**config.mk**
```make
export PLATFORM = sky130hd
export DESIGN_NAME = msg_out_buffer_flat
export DESIGN_NICKNAME = d
export VERILOG_FILES = /design/src/rtl/msg_out_buffer_if.sv /design/src/rtl/msg_out_buffer.sv /design/src/flat_wrapper.sv
export SDC_FILE = /design/constraint.sdc
export NUM_CORES = 2
export LEC_CHECK = 0
export ABC_AREA = 1
export CORE_UTILIZATION = 47
export DETAILED_ROUTE_END_ITERATION = 10
export GPL_TIMING_DRIVEN = 0
export PLACE_DENSITY = 0.66
export RECOVER_POWER = 25
export SLEW_MARGIN = 20
export SYNTH_ARGS = -nofsm -noshare
export SYNTH_HDL_FRONTEND = slang
export SYNTH_SLANG_ARGS = --single-unit
```
**constraint.sdc**
```tcl
create_clock -name clk -period 28.9 [get_ports clk]
set_clock_uncertainty 0.05 [all_clocks]
set_input_delay 4.335 -clock clk [delete_from_list [all_inputs] [get_ports clk]]
set_output_delay 4.335 -clock clk [all_outputs]
set_load 0.01 [all_outputs]
```
**src/rtl/msg_out_buffer_if.sv**
```systemverilog
// msg_out_buffer port bundle: decoder-side write channel
// plus the downstream valid/ready replay channel.
interface msg_out_buffer_if #(
  parameter int DATA_WIDTH      = 256,
  parameter int BYTE_MASK_WIDTH = 32
);
  logic                       inValid;
  logic [DATA_WIDTH-1:0]      inData;
  logic [BYTE_MASK_WIDTH-1:0] inByteMask;
  logic                       outValid;
  logic                       outReady;
  logic [DATA_WIDTH-1:0]      outData;
  logic [BYTE_MASK_WIDTH-1:0] outByteMask;
  logic [5:0]                 outLength;
  logic                       almostFull;
  logic                       overflow;

  modport master (
    output inValid, inData, inByteMask, outReady,
    input  outValid, outData, outByteMask,
    input  outLength, almostFull, overflow
  );

  modport slave (
    input  inValid, inData, inByteMask, outReady,
    output outValid, outData, outByteMask,
    output outLength, almostFull, overflow
  );
endinterface

```
**src/rtl/msg_out_buffer.sv**
```systemverilog
// Elastic output buffer behind the message decoder.
// Optional counters: define MSG_OUT_BUF_STATS_EN.
module msg_out_buffer #(
  parameter int DATA_WIDTH      = 256,
  parameter int BYTE_MASK_WIDTH = 32,
  parameter int DEPTH           = 8,
  parameter int AFULL_THRESH    = 6
) (
  input  logic        clk,
  input  logic        reset,
`ifdef MSG_OUT_BUF_STATS_EN
  output logic [31:0] msgCount,
  output logic [15:0] dropCount,
`endif
  msg_out_buffer_if.slave bus
);
  localparam int AW = $clog2(DEPTH);
  localparam int CW = AW + 1;

  typedef struct packed {
    logic [DATA_WIDTH-1:0]      data;
    logic [BYTE_MASK_WIDTH-1:0] mask;
    logic [5:0]                 len;
  } entry_t;

  function automatic logic [5:0] popcnt(
    input logic [BYTE_MASK_WIDTH-1:0] m
  );
    logic [5:0] n;
    n = '0;
    for (int i = 0; i < BYTE_MASK_WIDTH; i++)
      n = n + {5'd0, m[i]};
    return n;
  endfunction

  entry_t          mem_q [DEPTH];
  entry_t          head;
  logic [AW-1:0]   wr_ptr_q, wr_ptr_d;
  logic [AW-1:0]   rd_ptr_q, rd_ptr_d;
  logic [CW-1:0]   count_q, count_d;
  logic            overflow_q, overflow_d;
  logic            valid, pop, vin, push, drop;

  // Handshake decode and next-state for pointers, count, overflow
  always_comb begin
    valid      = (count_q != '0);
    pop        = valid & bus.outReady;
    vin        = bus.inValid & (|bus.inByteMask);
    push       = vin & ((count_q != CW'(DEPTH)) | pop);
    drop       = vin & (count_q == CW'(DEPTH)) & ~pop;
    wr_ptr_d   = wr_ptr_q;
    rd_ptr_d   = rd_ptr_q;
    count_d    = count_q;
    overflow_d = overflow_q | drop;
    if (push) wr_ptr_d = wr_ptr_q + 1'b1;
    if (pop)  rd_ptr_d = rd_ptr_q + 1'b1;
    if (push & ~pop) count_d = count_q + 1'b1;
    if (pop & ~push) count_d = count_q - 1'b1;
  end

  // Control state registers
  always_ff @(posedge clk or posedge reset) begin
    if (reset) begin
      wr_ptr_q   <= '0;
      rd_ptr_q   <= '0;
      count_q    <= '0;
      overflow_q <= 1'b0;
    end else begin
      wr_ptr_q   <= wr_ptr_d;
      rd_ptr_q   <= rd_ptr_d;
      count_q    <= count_d;
      overflow_q <= overflow_d;
    end
  end

  // Entry storage; contents are don't-care until count covers them
  always_ff @(posedge clk) begin
    if (push)
      mem_q[wr_ptr_q] <= '{data: bus.inData,
                           mask: bus.inByteMask,
                           len:  popcnt(bus.inByteMask)};
  end

  // Registered-only outputs, zeroed while empty
  always_comb begin
    head            = mem_q[rd_ptr_q];
    bus.outValid    = valid;
    bus.outData     = valid ? head.data : '0;
    bus.outByteMask = valid ? head.mask : '0;
    bus.outLength   = valid ? head.len  : '0;
    bus.almostFull  = (count_q >= CW'(AFULL_THRESH));
    bus.overflow    = overflow_q;
  end

`ifdef MSG_OUT_BUF_STATS_EN
  logic [31:0] msg_cnt_q, msg_cnt_d;
  logic [15:0] drop_cnt_q, drop_cnt_d;

  // Saturating statistics next-state
  always_comb begin
    msg_cnt_d  = msg_cnt_q;
    drop_cnt_d = drop_cnt_q;
    if (push & ~(&msg_cnt_q))  msg_cnt_d  = msg_cnt_q + 1'b1;
    if (drop & ~(&drop_cnt_q)) drop_cnt_d = drop_cnt_q + 1'b1;
  end

  // Statistics registers
  always_ff @(posedge clk or posedge reset) begin
    if (reset) begin
      msg_cnt_q  <= '0;
      drop_cnt_q <= '0;
    end else begin
      msg_cnt_q  <= msg_cnt_d;
      drop_cnt_q <= drop_cnt_d;
    end
  end

  assign msgCount  = msg_cnt_q;
  assign dropCount = drop_cnt_q;
`endif
endmodule

```
**src/flat_wrapper.sv**
```systemverilog
// flat-port wrapper written by rule: the top's interface ports become plain ports
module msg_out_buffer_flat 
#(
  parameter int DATA_WIDTH      = 256,
  parameter int BYTE_MASK_WIDTH = 32,
  parameter int DEPTH           = 8,
  parameter int AFULL_THRESH    = 6
)
  (clk, reset, bus_inValid, bus_inData, bus_inByteMask, bus_outReady, bus_outValid, bus_outData, bus_outByteMask, bus_outLength, bus_almostFull, bus_overflow);
  msg_out_buffer_if #(.DATA_WIDTH(DATA_WIDTH), .BYTE_MASK_WIDTH(BYTE_MASK_WIDTH)) bus_i ();
  input  logic clk;
  input  logic reset;
  input wire logic [$bits(bus_i.inValid)-1:0] bus_inValid;
  input wire logic [$bits(bus_i.inData)-1:0] bus_inData;
  input wire logic [$bits(bus_i.inByteMask)-1:0] bus_inByteMask;
  input wire logic [$bits(bus_i.outReady)-1:0] bus_outReady;
  output wire logic [$bits(bus_i.outValid)-1:0] bus_outValid;
  output wire logic [$bits(bus_i.outData)-1:0] bus_outData;
  output wire logic [$bits(bus_i.outByteMask)-1:0] bus_outByteMask;
  output wire logic [$bits(bus_i.outLength)-1:0] bus_outLength;
  output wire logic [$bits(bus_i.almostFull)-1:0] bus_almostFull;
  output wire logic [$bits(bus_i.overflow)-1:0] bus_overflow;
  assign bus_i.inValid = bus_inValid;
  assign bus_i.inData = bus_inData;
  assign bus_i.inByteMask = bus_inByteMask;
  assign bus_i.outReady = bus_outReady;
  assign bus_outValid = bus_i.outValid;
  assign bus_outData = bus_i.outData;
  assign bus_outByteMask = bus_i.outByteMask;
  assign bus_outLength = bus_i.outLength;
  assign bus_almostFull = bus_i.almostFull;
  assign bus_overflow = bus_i.overflow;
  msg_out_buffer #(.DATA_WIDTH(DATA_WIDTH), .BYTE_MASK_WIDTH(BYTE_MASK_WIDTH), .DEPTH(DEPTH), .AFULL_THRESH(AFULL_THRESH)) u_core (.clk(clk), .reset(reset), .bus(bus_i));
endmodule
```
=== Word-level counts from Yosys, hierarchy flattened ===
Memory sizes are Yosys's and may differ from the RTL's.
Index checks and enable logic that the tools add are counted.

* Flip-flop bits (word level): 11
* Memory bits (writable): 2,352
* Input port bits: 292
* Output and inout bits: 297
* Word-level logic and storage cells: 64
* Memories kept: 1

* $add $sub $neg: 35
* Order comparisons: 1
* Eq/ne operators: 2
* Multiplexer cells: 7
* Bitwise operators: 11
* Reduce and logical (&&, ||, !) cells: 3

{| class="wikitable"
|+ Memory list
! name !! depth !! width !! rd ports !! clocked after Yosys merged registers in !! wr ports !! RTL line !! source
|-
| u_core.mem_q || 8 || 294 || 1 || 0 || 1 || msg_out_buffer.sv:36 || <nowiki>entry_t mem_q [DEPTH];</nowiki>
|}

{| class="wikitable"
|+ Operators by type and width
! operator !! count
|-
| 2-to-1 mux 256 bit || 1
|-
| adder 6 x 1 -> 6 bit || 30
|-
| 2-to-1 mux 32 bit || 1
|-
| OR reduction 32 bit || 1
|-
| 2-to-1 mux 4 bit || 2
|-
| bitwise AND 1 bit || 7
|-
| adder 3 x 1 -> 3 bit, second input constant || 2
|-
| 2-to-1 mux 6 bit || 1
|-
| adder 4 x 1 -> 4 bit, second input constant || 1
|-
| equality test 4 bit, second input constant || 1
|-
| >= comparator 4 x 3 -> 1 bit, second input constant || 1
|-
| inequality test 4 bit, second input constant || 1
|-
| nonzero test 4 bit || 1
|-
| subtractor 4 x 1 -> 4 bit, second input constant || 1
|-
| adder 1 x 1 -> 2 bit || 1
|-
| 2-to-1 mux 1 bit || 2
|-
| inverter 1 bit || 2
|-
| bitwise OR 1 bit || 2
|-
| nonzero test 2 bit || 1
|}

=== Longest topological paths before layout ===
* Word-level depth: 31
* Gate-level depth with buffers: 20
* Mapped depth without buffers: 20

=== Worst setup path before layout ===
OpenSTA, ideal clock, no wires.

* Path type: input -> register
* Start point: input bus_inByteMask[0]
* End point: memory u_core.mem_q[0][0] (netlist bit), enable pin
* Library setup time: 955 ps
* Arrival: 17,392 ps
* Data required time: 27,895 ps
* Slack: 10,503 ps
* Stages: 10
* Path buffers: 0
* Cells stage by stage: inv_1 > ha_1 > nand2_1 > nor2_1 > nand2_1 > nor2_1 > nand2_1 > nand3_1 > or2_2 > nor2_1

* Word-level cells in the longest chain between the ends: 5

{| class="wikitable"
|+ Ends and longest elaborated chain
! element !! RTL line !! source
|-
| start, declared || flat_wrapper.sv:15 || <nowiki>input wire logic [$bits(bus_i.inByteMask)-1:0] bus_inByteMask;</nowiki>
|-
| OR reduction 32 bit || msg_out_buffer.sv:48 || <nowiki>vin = bus.inValid & (|bus.inByteMask);</nowiki>
|-
| bitwise AND 1 bit || msg_out_buffer.sv:48 ||
|-
| bitwise AND 1 bit || msg_out_buffer.sv:49 || <nowiki>push = vin & ((count_q != CW'(DEPTH)) | pop);</nowiki>
|-
| 2-to-1 mux 1 bit || msg_out_buffer.sv:78 || <nowiki>if (push)</nowiki>
|-
| 2-to-1 mux 1 bit (not written as such) || msg_out_buffer.sv:79 || <nowiki>mem_q[wr_ptr_q] <= '{data: bus.inData,</nowiki>
|-
| end, declared || msg_out_buffer.sv:36 ||
|}

Every way passes these cells.

=== Worst setup path in the final report ===
* Start point: input bus_inByteMask[0]
* End point: memory u_core.mem_q[0][4] (netlist bit) (data pin)

* Word-level cells in the longest chain between the ends: 31

{| class="wikitable"
|+ Ends and longest elaborated chain
! element !! RTL line !! source
|-
| adder 1 x 1 -> 2 bit || msg_out_buffer.sv:32 || <nowiki>n = n + {5'd0, m[i]};</nowiki>
|-
| adder 6 x 1 -> 6 bit (30 in series) || msg_out_buffer.sv:32 ||
|}

Every way passes these cells.

==> impl_metrics.yaml <==
outcome:
  status: "finished clean"
clocking:
  cts_tree: "done"
  cts.path.max_buffers: 3
  clk_pin_slew_worst_paths_ps: 60
  cts_root_buf: "clkbuf_16"
  post_cts_buffers: 0
  h-tree-depth: 4
  cts_sinks: 2363
  cts.repair.resized: 0
  cts_made_buffers: 237
  worstSkewPairLatency_ps: 880
  hold_buffers: 0
critical_path:
  arrival_ps: 9970
  r2r-start: "u_core.count_q[0]"
  worstSetupPathType: "in -> reg"
  endpoint_kind: "flip-flop"
  r2r_end: "u_core.mem_q[0][175]"
  required_ps: 29420
  worstRegToRegCells: 9
  critPathMaxFanout: 10
  crit_path_start_kind: "input pin"
  ff2ff_setup_slack_ps: 25700
floorplanning:
  io_pins: 589
  core_area_um2: 195000
  start_util_pct: 47.3
  die_y_um: 445
  die_area_um2: 198000
  num_rows: 162
  die-width_um: 445
drt:
  drc: 0
  ant_nets: 0
  routed_wirelength_mm: 274
  vias: 61577
  first_pass_iters: 6
  routedWlPerCell_um: 25.6
  vias_per_cell: 5.76
  drt-initial-drc-count: 7021
global_routing:
  antenna_found_initial: 91
  grt_usage_pct: 27.0
  grt_pass1_wl_mm: 394
  grt_overflow_total: 0
  grt_pass1_vias: 59951
  grt_max_degree: 31
synthesis:
  async_flop_share_pct: 0.466
  synth-compound-area-share_pct: 12.0
  synth_simple_gate_area_share_pct: 7.49
  synth_xor_area_share_pct: 0.0759
  synth_warnings: 0
  yosys_register_bits: 2363
  synth_adder_area_share_pct: 0.719
  ys.flop_type: "edfxtp_1"
  seq_area_frac_synth_pct: 76.8
  netlist_instances: 6879
  synthesis.nets: 7209
  synth_top_family_by_area: "compound AO/OA/AOI/OAI gates"
  synth_edf_count: 2352
  ys_types: 27
  synth_area_um2: 92300
  synth_mux_area_share_pct: 0
  avgSynthCellArea_um2: 13.4
sta:
  layout_setup_ws_ps: 19450
  fin_tns_setup_ps: 0
  max_slew_margin_pct: 42.7
  fmax_ghz: 0.106
  fin_crit_sh_pct: 32.7
  worst_pin_slew_ps: 851
  min_period_ps: 9450
  slew_violations: 0
  hold_viol: 0
  rsz0062_at_grt: "no"
  setup_viol: 0
pwr:
  vdd_drop_max_uv: 112
  powerDensity_nw_per_um2: 113
  netSwitchingPower_w: 0.00482
  p_total_w: 0.0127
  switching_share_pct: 38.1
  p_leak_nw: 36.6
  internal_power_w: 0.00783
  pwr-share-clk_pct: 23.3
  p_comb_share_pct: 41.8
  seqPwrFrac_pct: 34.9
placed_design:
  dp_hpwl_mm: 183
  portBuffers: 588
  routabilityCongestion: 0.848
  dpl_cell_area_um2: 105000
  place_ws_ps: 18570
finish:
  fill_cells: 15551
  syn_to_final_growth_pct: 21.5
  drive_above_1_share_pct: 8.47
  final_util_pct: 57.5
  finalInstanceArea_um2: 112000
  final_cell_mix: "edfxtp_1 (2352), nor2_1 (1780), o21ai_0 (1387)"
  final_common_cell: "edfxtp_1"
  multi_input_area_um2: 18800
  finalNetCount: 8169
  seqCellArea_um2: 70900
worst_hold_path:
  worstHoldPathCells: 1
  whs_endpoint: "u_core.bus.overflow"
  min-delay-path-class: "reg -> reg"
  hp-start: "u_core.bus.overflow"
run:
  max_cap_violations: 0
## logic make-up after synthesis
kind of cell / Yosys count
simple gates: 1837
xor+xnor: 8
fa+ha+maj: 38
compound gates: 2069
flops: 2363
buf+inv: 564
## power by group through the flow
| stage | registers [W] | clock network (W) | logic [W] |
|---|---|---|---|
| 6_report | 0.00442 | 0.00294 | 0.00529 |
| 5_1_grt | 0.00445 | 0.00310 | 0.00566 |
| 4_1_cts | 0.00442 | 0.00297 | 0.00530 |
| 3_5_place_dp | 0.00449 | 0 | 0.00527 |
| 3_3_place_gp | 0.00491 | 0 | 0.00500 |
| 2_1_floorplan | 0.00470 | 0 | 0.00254 |
## metal layers
metal / track usage, % / vias to the layer above / wire length [um]
met3: 5.11 / 596 / 22100
met5: 0 / - / 270
met4: 14.4 / 40 / 14100
li1: - / 27449 / -
met1: 35.5 / 30581 / 107000
met2: 42.9 / 2911 / 130000
## state kept, by name (all words and copies together) (netlist names)
name                 flops
u_core.bus.overflow      1
u_core.count_q           4
u_core.mem_q          2352
u_core.rd_ptr_q          3
u_core.wr_ptr_q          3
## area by class of cell
type                    count  share of cell area (%)
clock inverters           134                   0.994
diodes                     44                  0.0982
well taps                2624                    2.93
repair buffers            721                    8.03
inverters                  76                   0.257
flip-flops and latches   2363                    63.2
plain buffers             488                    2.11
clock buffers             293                    5.57
multi-input cells        3952                    16.8
## metrics by stage
stage,cells,hold WS (ps)
floorplan,6879,433
global placement,10091,427
detailed placement,10224,429
CTS,10651,450
global route,10688,471
finish,10695,450
## worst max-delay path: stages
cell and delay (ps):
clkdlybuf4s50_1 730, inv_1 90, ha_1 300, inv_1 60, fa_1 430, fa_1 530
fa_1 450, fa_1 510, fa_1 440, fa_1 500, inv_1 50, fa_1 410
fa_1 460, a21oi_1 160, nor2_1 50, nor2_1 100, xnor2_1 360
## worst max-delay path by stage
| stage | startpoint | endpoint | slack (ps) | depth (start not counted) |
|---|---|---|---|---|
| after global placement | bus_inByteMask[0] | u_core.mem_q[7][177] | -1840 | 12 |
| after detailed placement | bus_inByteMask[0] | u_core.mem_q[7][4] | 18570 | 17 |
| after global routing | bus_inByteMask[0] | u_core.mem_q[0][4] | 19240 | 17 |
| final | bus_inByteMask[0] | u_core.mem_q[0][4] | 19450 | 17 |
| after floorplan | bus_inByteMask[0] | u_core.mem_q[0][0] | 10500 | 10 |
| after CTS | bus_inByteMask[0] | u_core.mem_q[0][4] | 19500 | 17 |
## Yosys cell counts (6+ instances only)
library cell,number,share of area [%]
buf_4,77,0.63
dfrtp_1,11,0.30
ha_1,13,0.18
a31oi_1,296,2.0
xor2_1,6,0.057
buf_6,13,0.16
nor2_1,1788,7.3
o21ai_1,87,0.47
buf_1,19,0.077
nand2_1,43,0.17
o22ai_1,294,2.0
edfxtp_1,2352,77
o21ai_0,1387,7.5
inv_1,74,0.30
buf_2,100,0.54
fa_1,25,0.54
clkbuf_1,279,1.1
Power figures use the tool's default switching activity.
